[config.mk]
export PLATFORM = sky130hd
export DESIGN_NAME = emission_scan_scheduler
export DESIGN_NICKNAME = d
export VERILOG_FILES = /design/src/rtl/emission_scan_scheduler_pkg.sv /design/src/rtl/emission_level_filter.sv /design/src/rtl/emission_scan_scheduler.sv
export SDC_FILE = /design/constraint.sdc
export NUM_CORES = 1
export LEC_CHECK = 0
export CAP_MARGIN = 15
export CELL_PAD_IN_SITES_DETAIL_PLACEMENT = 0
export CELL_PAD_IN_SITES_GLOBAL_PLACEMENT = 2
export CORE_UTILIZATION = 33
export DETAILED_ROUTE_END_ITERATION = 8
export PLACE_DENSITY = 0.73
export SYNTH_ARGS = -nofsm -noshare
export SYNTH_HDL_FRONTEND = slang
export SYNTH_HIERARCHICAL = 1
export SYNTH_SLANG_ARGS = --single-unit
[constraint.sdc]
create_clock -name clk_i -period 2.7 [get_ports clk_i]
set_clock_uncertainty 0.1 [all_clocks]
set_input_delay 0.27 -clock clk_i [delete_from_list [all_inputs] [get_ports clk_i]]
set_output_delay 0.27 -clock clk_i [all_outputs]
set_load 0.005 [all_outputs]
[src/rtl/emission_scan_scheduler_pkg.sv]
// Shared definitions for the emission scan scheduler: level encodings, FSM states,
// default thresholds and the sample classifier.
package emission_scan_scheduler_pkg;

  localparam logic [1:0] LvlNormal = 2'b00;
  localparam logic [1:0] LvlWarn   = 2'b01;
  localparam logic [1:0] LvlCrit   = 2'b10;

  localparam int unsigned DefWarnTh   = 50;
  localparam int unsigned DefCritTh   = 100;
  localparam int unsigned DefDebounce = 3;
  localparam int unsigned DefTimeout  = 15;

  typedef enum logic [2:0] {
    StIdle,
    StSelect,
    StReq,
    StUpdate,
    StNext
  } state_e;

  function automatic logic [1:0] classify(input logic [7:0] data,
                                          input int unsigned warn_th,
                                          input int unsigned crit_th);
    if (32'(data) >= crit_th) return LvlCrit;
    if (32'(data) >= warn_th) return LvlWarn;
    return LvlNormal;
  endfunction

endpackage

[src/rtl/emission_level_filter.sv]
// Classifies one sample and applies the per-channel debounce rule; purely combinational,
// shared across channels by the scheduler.
module emission_level_filter
  import emission_scan_scheduler_pkg::*;
#(
  parameter int unsigned WarnTh   = DefWarnTh,
  parameter int unsigned CritTh   = DefCritTh,
  parameter int unsigned Debounce = DefDebounce,
  parameter int unsigned CntW     = 2
) (
  input  logic [7:0]      sample_i,
  input  logic [1:0]      level_i,
  input  logic [1:0]      cand_i,
  input  logic [CntW-1:0] cnt_i,
  output logic [1:0]      level_o,
  output logic [1:0]      cand_o,
  output logic [CntW-1:0] cnt_o
);

  logic [1:0]  cls;
  int unsigned cnt_inc;

  always_comb begin
    cls     = classify(sample_i, WarnTh, CritTh);
    level_o = level_i;
    cand_o  = cand_i;
    cnt_o   = cnt_i;
    cnt_inc = 1;
    if (cls == level_i) begin
      cnt_o = '0;
    end else if (cls == LvlCrit) begin
      // Escalation to critical bypasses the debounce.
      level_o = LvlCrit;
      cnt_o   = '0;
    end else begin
      cand_o = cls;
      if (cls == cand_i) begin
        cnt_inc = (32'(cnt_i) >= Debounce) ? Debounce : 32'(cnt_i) + 1;
      end
      if (cnt_inc >= Debounce) begin
        level_o = cls;
        cnt_o   = '0;
      end else begin
        cnt_o = CntW'(cnt_inc);
      end
    end
  end

endmodule

[src/rtl/emission_scan_scheduler.sv]
// Round-robin CO2 sensor scheduler: requests samples channel by channel, debounces the
// classified levels and raises aggregate warning/critical flags.
module emission_scan_scheduler
  import emission_scan_scheduler_pkg::*;
#(
  parameter int unsigned NumCh    = 4,
  parameter int unsigned ChW      = 2,
  parameter int unsigned WarnTh   = DefWarnTh,
  parameter int unsigned CritTh   = DefCritTh,
  parameter int unsigned Debounce = DefDebounce,
  parameter int unsigned Timeout  = DefTimeout
) (
  input  logic               clk_i,
  input  logic               rst_ni,
  input  logic               enable_i,
  input  logic [NumCh-1:0]   ch_mask_i,
  output logic               sample_req_o,
  output logic [ChW-1:0]     sample_ch_o,
  input  logic               sample_ack_i,
  input  logic [7:0]         sample_data_i,
  output logic [2*NumCh-1:0] ch_level_o,
  output logic               warning_o,
  output logic               critical_o,
  output logic               scan_done_o,
  output logic [NumCh-1:0]   sensor_fault_o
);

  localparam int unsigned CntW = $clog2(Debounce + 1);
  localparam int unsigned TmrW = $clog2(Timeout + 1);
  localparam logic [TmrW-1:0] TmrLast = TmrW'(Timeout - 1);

  state_e            state_q;
  logic [ChW-1:0]    ptr_q, cur_q, idx, sel_ch;
  logic [7:0]        data_q;
  logic [TmrW-1:0]   tmr_q;
  logic              sample_req_q, scan_done_q, found, more_above, warn_any, crit_any;
  logic [NumCh-1:0]  fault_q;
  logic [1:0]        level_q [NumCh];
  logic [1:0]        cand_q  [NumCh];
  logic [CntW-1:0]   cnt_q   [NumCh];
  logic [1:0]        f_level, f_cand;
  logic [CntW-1:0]   f_cnt;

  // First enabled channel at or after ptr, wrapping; descending loop keeps the nearest.
  always_comb begin
    found  = 1'b0;
    sel_ch = '0;
    idx    = '0;
    for (int i = NumCh - 1; i >= 0; i--) begin
      idx = ChW'((32'(ptr_q) + 32'(i)) % NumCh);
      if (ch_mask_i[idx]) begin
        found  = 1'b1;
        sel_ch = idx;
      end
    end
  end

  always_comb begin
    more_above = 1'b0;
    for (int unsigned i = 0; i < NumCh; i++) begin
      if (i > 32'(cur_q) && ch_mask_i[i]) more_above = 1'b1;
    end
  end

  emission_level_filter #(
    .WarnTh   (WarnTh),
    .CritTh   (CritTh),
    .Debounce (Debounce),
    .CntW     (CntW)
  ) u_filter (
    .sample_i (data_q),
    .level_i  (level_q[cur_q]),
    .cand_i   (cand_q[cur_q]),
    .cnt_i    (cnt_q[cur_q]),
    .level_o  (f_level),
    .cand_o   (f_cand),
    .cnt_o    (f_cnt)
  );

  always_ff @(posedge clk_i or negedge rst_ni) begin
    if (!rst_ni) begin
      state_q      <= StIdle;
      ptr_q        <= '0;
      cur_q        <= '0;
      data_q       <= '0;
      tmr_q        <= '0;
      sample_req_q <= 1'b0;
      scan_done_q  <= 1'b0;
      fault_q      <= '0;
      for (int i = 0; i < NumCh; i++) begin
        level_q[i] <= LvlNormal;
        cand_q[i]  <= LvlNormal;
        cnt_q[i]   <= '0;
      end
    end else begin
      scan_done_q <= 1'b0;
      case (state_q)
        StIdle: begin
          if (enable_i && |ch_mask_i) state_q <= StSelect;
        end
        StSelect: begin
          if (found) begin
            cur_q        <= sel_ch;
            tmr_q        <= '0;
            sample_req_q <= 1'b1;
            state_q      <= StReq;
          end else begin
            state_q <= StIdle;
          end
        end
        StReq: begin
          if (sample_ack_i) begin
            data_q       <= sample_data_i;
            sample_req_q <= 1'b0;
            state_q      <= StUpdate;
          end else if (tmr_q == TmrLast) begin
            fault_q[cur_q] <= 1'b1;
            cnt_q[cur_q]   <= '0;
            sample_req_q   <= 1'b0;
            scan_done_q    <= ~more_above;
            state_q        <= StNext;
          end else begin
            tmr_q <= tmr_q + 1'b1;
          end
        end
        StUpdate: begin
          level_q[cur_q] <= f_level;
          cand_q[cur_q]  <= f_cand;
          cnt_q[cur_q]   <= f_cnt;
          scan_done_q    <= ~more_above;
          state_q        <= StNext;
        end
        StNext: begin
          ptr_q   <= ChW'((32'(cur_q) + 1) % NumCh);
          state_q <= enable_i ? StSelect : StIdle;
        end
        default: state_q <= StIdle;
      endcase
    end
  end

  always_comb begin
    warn_any   = 1'b0;
    crit_any   = 1'b0;
    ch_level_o = '0;
    for (int unsigned i = 0; i < NumCh; i++) begin
      ch_level_o[2*i +: 2] = level_q[i];
      if (ch_mask_i[i] && level_q[i] == LvlCrit) crit_any = 1'b1;
      if (ch_mask_i[i] && level_q[i] == LvlWarn) warn_any = 1'b1;
    end
  end

  assign critical_o     = crit_any;
  assign warning_o      = warn_any & ~crit_any;
  assign sample_req_o   = sample_req_q;
  assign sample_ch_o    = cur_q;
  assign scan_done_o    = scan_done_q;
  assign sensor_fault_o = fault_q;

endmodule

==> results of run 1 <==
-- worst reg2reg max path: cells and delay by family, from the launching register on --
| family | cells | cell delay [ns] |
|---|---|---|
| mux | 1 | 0.60 |
| compound gates | 3 | 0.68 |
| flops | 1 | 0.52 |
| simple gates | 1 | 0.40 |
-- final timing paths --
| check | cells past startpoint | slack [ns] | end | from |
|---|---|---|---|---|
| setup / recovery | 5 | 0.28 | cnt_q[4]$_DFFE_PN0P_ | sample_ch_o[0]$_DFFE_PN0P_ |
| hold / removal | 1 | 0.36 | sensor_fault_o[2]$_DFFE_PN0P_ | sensor_fault_o[2]$_DFFE_PN0P_ |
| setup reg to reg | 5 | 0.28 | cnt_q[4]$_DFFE_PN0P_ | sample_ch_o[0]$_DFFE_PN0P_ |
| hold reg to reg | 1 | 0.36 | sensor_fault_o[2]$_DFFE_PN0P_ | sensor_fault_o[2]$_DFFE_PN0P_ |
| max in group asynchronous | 3 | 1.55 | cnt_q[6]$_DFFE_PN0P_ | rst_ni |
| min in group asynchronous | 3 | 0.50 | data_q[4]$_DFFE_PN0P_ | rst_ni |
-- layer usage --
layer  global-route usage [%]  vias up  share of wire, %
li1                         -      867                 -
met2                    25.75       51                45
met1                    23.36      902                49
met5                        0        -                 0
met3                    3.232        4               5.5
met4                    4.040        0              0.67
-- flip-flops by register name, summed over array words and instances, names as in the netlist --
| signal | cells |
|---|---|
| sample_req_o | 1 |
| cnt_q | 8 |
| ptr_q | 2 |
| sensor_fault_o | 4 |
| cand_q | 8 |
| ch_level_o | 8 |
| data_q | 7 |
| scan_done_o | 1 |
| state_q | 3 |
| tmr_q | 4 |
| sample_ch_o | 2 |
-- power breakdown --
group	internal (W)	switching, W	total [W]
Sequential	0.000949	0.000230	0.00118
Clock	0.000209	0.000235	0.000444
Combinational	0.000695	0.000679	0.00137
Total	0.00185	0.00114	0.00300
-- placed cells by master, fill, tap and decap left out, drive strengths merged, types with 3 or more instances in the layout --
cell and count:
clkbuf 8, o21ai 8, inv 10, buf 5, nand3b 3, a32o 8
ha 7, nor2 12, mux4 6, nand3 8, nor3b 4, dfrtp 48
a31oi 3, o22ai 5, nor3 3, a21oi 8, mux2 24, a21o 5
clkdlybuf4s50 31, nand2 17
-- through the flow --
step	cells	power (W)	utilization (%)	setup WS, ns	instance area, um2
2_1_floorplan	211	0.002122	-	0.1695	2509
3_3_place_gp	342	0.002562	40.51	0.2864	2954
3_5_place_dp	342	0.002572	40.51	0.2516	2954
4_1_cts	351	0.003027	41.88	0.2455	3054
5_1_grt	351	0.003234	41.88	0.1116	3054
6_report	351	0.002996	41.88	0.2796	3054
-- area by class of cell --
class,instances,area (um2)
multi-input cells,149,1246
fillers,733,4238
well taps,99,123.9
clock buffers,8,90.09
inverters,10,37.54
repair buffers,37,355.3
flip-flops and latches,48,1201
-- timing repair --
item                      in CTS  in global routing
resized for setup              0                  0
hold buffers                   1                  0
hold endpoints to repair       3                  0
==> summary.md, run 1 <==
| Metric | Value |
|---|---|
| Crit share post-route | `89.65%` |
| Routed WL | `5930 um` |
| RSZ-0062 raised after global routing | `false` |
| CP top delay family | `compound AO/OA/AOI/OAI gates` |
| Skew-Pair Late Insertion Delay | `0.30 ns` |
| P_leak | `1.325 nW` |
| Slew Viols, Final | `0` |
| Clock sink total | `48` |
| Wire per inst | `16.89 um` |
| Total iterations of the first detailed-routing run | `4` |
| # DRC | `0` |
| Total CTS buffers | `5` |
| CP arrival | `roughly 2.5 ns` |
| Vias | `1824` |
| Total global-route track usage | `~16%` |
| Max-cap viol count | `0` |
| Synthesized instance count | `approximately 210` |
| Endpoints failing setup | `0` |
| Mapped cell area | `2509 um2` |
| Worst min path class | `flop to flop` |
| CP cell instances | `mux4_2, or3_1, o221ai_2, a21oi_1, a32o_1` |
| DP Wirelength | `roughly 4200 um` |
| Port buffer count | `32` |
| Htree depth | `2` |
| Core Box Area | `between 7000 and 8000 um2` |
| Power Dens Cells | `981.0 nW/um2` |
| Min Hold Slack | `0.3621 ns` |
| Layout Nets | `~270` |
| Reg clk slew, reported paths | `0.09 ns` |
| Row Count | `31` |
| GRT overflow | `0` |
| Max-slew headroom | `a little under three fifths` |
| Setup Fix Bufs, Post-CTS | `0` |
| Critical-path maximum fanout | `5` |
| CP peak stage delay | `0.60 ns` |
| Via density | `5.197` |
| Detail Route Antenna Nets | `0` |
| Boundary Pins | `34` |
| CP Class | `flop to flop` |
| Die Ht | `~89 um` |
| Area Growth Syn to Fin | `21.75%` |
| Slowest library cell on the worst path | `mux4_2` |
| Setup crit start kind | `flop` |
| Critical Path RT | `2.79 ns` |
| Maximum vdd drop | `0.3678 mV` |
| Vias in the first global route | `about 1900` |
| Full die area | `7955 um2` |
| CTS tree | `built` |
| Routability cong. | `around 0.72` |
| CP Capture Type | `flop` |
| Iter 0 DRT Violations | `67` |
| Synth Net Count | `between 200 and 250` |
| Status | `finished, final reports clean` |
| # diodes | `0` |
| CTS max path bufs | `2` |
| Mapped Avg Cell Area | `roughly 12 um2` |
| Synth warnings | `6` |
| First-pass GRT wire length | `between 9000 and 10000 um` |
| Final hold viol count | `0` |
| Share of cells above drive strength 1 | `19.84%` |
| Worst-margin pin slew | `0.6469 ns` |
| Achievable Freq | `0.4132 GHz` |
| Clock Root Buffer | `clkbuf_8` |
| Largest net degree at the start of global routing | `just under 50` |
| Min Tclk post-route | `2.420 ns` |
| Antenna violations before repair | `0` |
| Setup tns final | `0 ns` |
| Die X | `89.19 um` |
| Initial core utilization | `between 30% and 40%` |
| WP buf/inv | `0` |
Note: power is estimated with default switching activity, not from simulation.
==> inputs of run 2 (changes only) <==
- CORE_MARGIN: default -> 2
- SKIP_CTS_REPAIR_TIMING: default -> 1
==> run 2 against run 1 <==
Against the previous run: first-iteration DRC count decreased by 7.5%; die area increased by 4.5%; critical path depth unchanged; sequential share of layout area decreased by 0.13 points; worst hold slack got worse by 0.18 ns; sequential cell count unchanged; sequential power about the same; utilization increased by 0.14 points; routed wire length decreased by 2.0%.
==> summary.md, run 2 (synthesis gave the netlist of run 1 again) <==
| Metric | Value |
|---|---|
| Post-DP Area | `2977 um2 (+0.76%)` |
| Boundary Pins | `34 (unchanged)` |
| Commonest non-fill, non-tap cells in the layout | `dfrtp_1 (48), clkdlybuf4s50_1 (31), mux2_2 (24)` |
| Antenna violations before repair | `0 (unchanged)` |
| Total global-route track usage | `14.47% (-1.9 points)` |
| CP arrival | `2.44 ns (-0.07 ns)` |
| Critical-path maximum fanout | `5 (unchanged)` |
| Initial core utilization | `34.40% (unchanged)` |
| Via density | `5.093 (-2.0%)` |
| Worst min path class | `input port to asynchronous set/reset pin` |
| Max-slew headroom | `68.09% (+11 points)` |
| DRT met1 WL | `2883 um (-1.1%)` |
| Clock Root Buffer | `clkbuf_8` |
| Clock sink total | `48 (unchanged)` |
| CP Class | `flop to flop` |
| Min Hold Slack | `0.1820 ns (-0.1801 ns)` |
| Vias | `1798 (-1.4%)` |
| Setup crit start kind | `flop` |
| Row Count | `31 (unchanged)` |
| Worst-margin pin slew | `0.4786 ns (-0.1683 ns)` |
| Register area | `1201 um2 (unchanged)` |
| CTS tree | `built` |
| Detail Route Antenna Nets | `0 (unchanged)` |
| Achievable Freq | `0.4258 GHz (+3.1%)` |
| Area Growth Syn to Fin | `22.14%` |
| Core Util, Final | `42.02% (+0.14 points)` |
| CP Capture Type | `flop` |
| Skew-Pair Late Insertion Delay | `0.30 ns (about the same)` |
| Placed Cells | `345 (+0.88%)` |
| # DRC | `0 (unchanged)` |
| Maximum vdd drop | `0.3598 mV (-2.2%)` |
| WL met2 | `2574 um (-2.6%)` |
| Status | `finished, final reports clean` |
| Post-route cell area | `3064 um2 (+0.33%)` |
| # fillers | `737 (+0.55%)` |
| # diodes | `0 (unchanged)` |
| Die X | `91.19 um (+2.2%)` |
| Reg clk slew, reported paths | `0.09 ns (about the same)` |
| Total CTS buffers | `5 (unchanged)` |
| Iter 0 DRT Violations | `62 (-7.5%)` |
| RSZ-0062 raised after global routing | `false` |
| Final hold viol count | `0 (unchanged)` |
| GRT overflow | `0 (unchanged)` |
| First-pass GRT wire length | `9522 um (-2.2%)` |
| P_leak | `1.335 nW (+0.77%)` |
| Critical Path RT | `2.79 ns (about the same)` |
| Multi-input gate area | `1246 um2 (unchanged)` |
| Met3 WL | `327 um (-0.61%)` |
| Setup tns final | `0 ns (unchanged)` |
| Wire per inst | `16.47 um (-2.5%)` |
| Port buffer count | `32 (unchanged)` |
| Total iterations of the first detailed-routing run | `4 (unchanged)` |
| Power Dens Cells | `968.9 nW/um2 (-1.2%)` |
| Crit share post-route | `86.99% (-2.7 points)` |
| Endpoints failing setup | `0 (unchanged)` |
| Routed WL | `5814 um (-2.0%)` |
| Routability cong. | `0.7680 (+6.5%)` |
| DP Wirelength | `4333 um (+3.6%)` |
| Htree depth | `2 (unchanged)` |
| Layout Nets | `277 (+1.1%)` |
| Die Ht | `91.19 um (+2.2%)` |
| Full die area | `8316 um2 (+4.5%)` |
| Largest net degree at the start of global routing | `27 (-45%)` |
| Vias in the first global route | `1798 (-3.0%)` |
| Finished Layout Cells | `353 (+0.57%)` |
| Most common cell after layout, fill and taps aside | `dfrtp_1` |
| CTS max path bufs | `2 (unchanged)` |
| Share of cells above drive strength 1 | `20.87% (+1.0 points)` |
| Core Box Area | `7292 um2 (unchanged)` |
| Highest metal layer with signal wires | `met4` |
| Max-cap viol count | `0 (unchanged)` |
| Min Tclk post-route | `2.349 ns (-0.07179 ns)` |
| Slew Viols, Final | `0 (unchanged)` |
-- run 2: worst paths after layout --
| kind | startpoint | end | slack, ns | depth (start not counted) |
|---|---|---|---|---|
| max in group asynchronous | rst_ni | cand_q[7]$_DFFE_PN0P_ | 1.81 | 3 |
| hold / removal | rst_ni | data_q[1]$_DFFE_PN0P_ | 0.18 | 2 |
| hold reg to reg | sensor_fault_o[3]$_DFFE_PN0P_ | sensor_fault_o[3]$_DFFE_PN0P_ | 0.36 | 1 |
| setup / recovery | sample_ch_o[0]$_DFFE_PN0P_ | cnt_q[4]$_DFFE_PN0P_ | 0.35 | 5 |
| min in group clk_i | sensor_fault_o[3]$_DFFE_PN0P_ | sensor_fault_o[3]$_DFFE_PN0P_ | 0.36 | 1 |
| setup reg to reg | sample_ch_o[0]$_DFFE_PN0P_ | cnt_q[4]$_DFFE_PN0P_ | 0.35 | 5 |
-- run 2: per-layer routing --
layer / vias up / global-route usage, %
li1: 867 / -
met1: 884 / 20.07
met2: 42 / 22.78
met3: 5 / 4.149
met4: 0 / 2.652
met5: - / 0
-- run 2: stage by stage --
stage	total power, W	worst slack [ns]
CTS	0.003002	0.3345
global route	0.003183	0.2544
global placement	0.002577	0.3767
detailed placement	0.002583	0.3548
floorplan	0.002122	0.1695
finish	0.002969	0.3514
-- run 2: report_power, final --
part	internal [W]	switching, W	leakage [nW]
registers	0.000949	0.000223	0.624
clock network	0.000177	0.000236	0.0410
logic	0.000706	0.000678	0.671
total	0.00183	0.00114	1.34
-- run 2: area by class of cell --
type	instances	area share [%]
multi-input combinational	149	40.67
sequential	48	39.20
timing repair buffer	40	12.33
tap	99	4.042
clock buffer	6	2.368
inverter	10	1.225
clock inverter	1	0.1633
-- run 2: critical path, stage by stage (launching register included) --
cell      delay, ns
dfrtp_1        0.46
mux4_2         0.59
or3_1          0.41
o221ai_2       0.25
a21oi_1        0.15
a32o_1         0.28
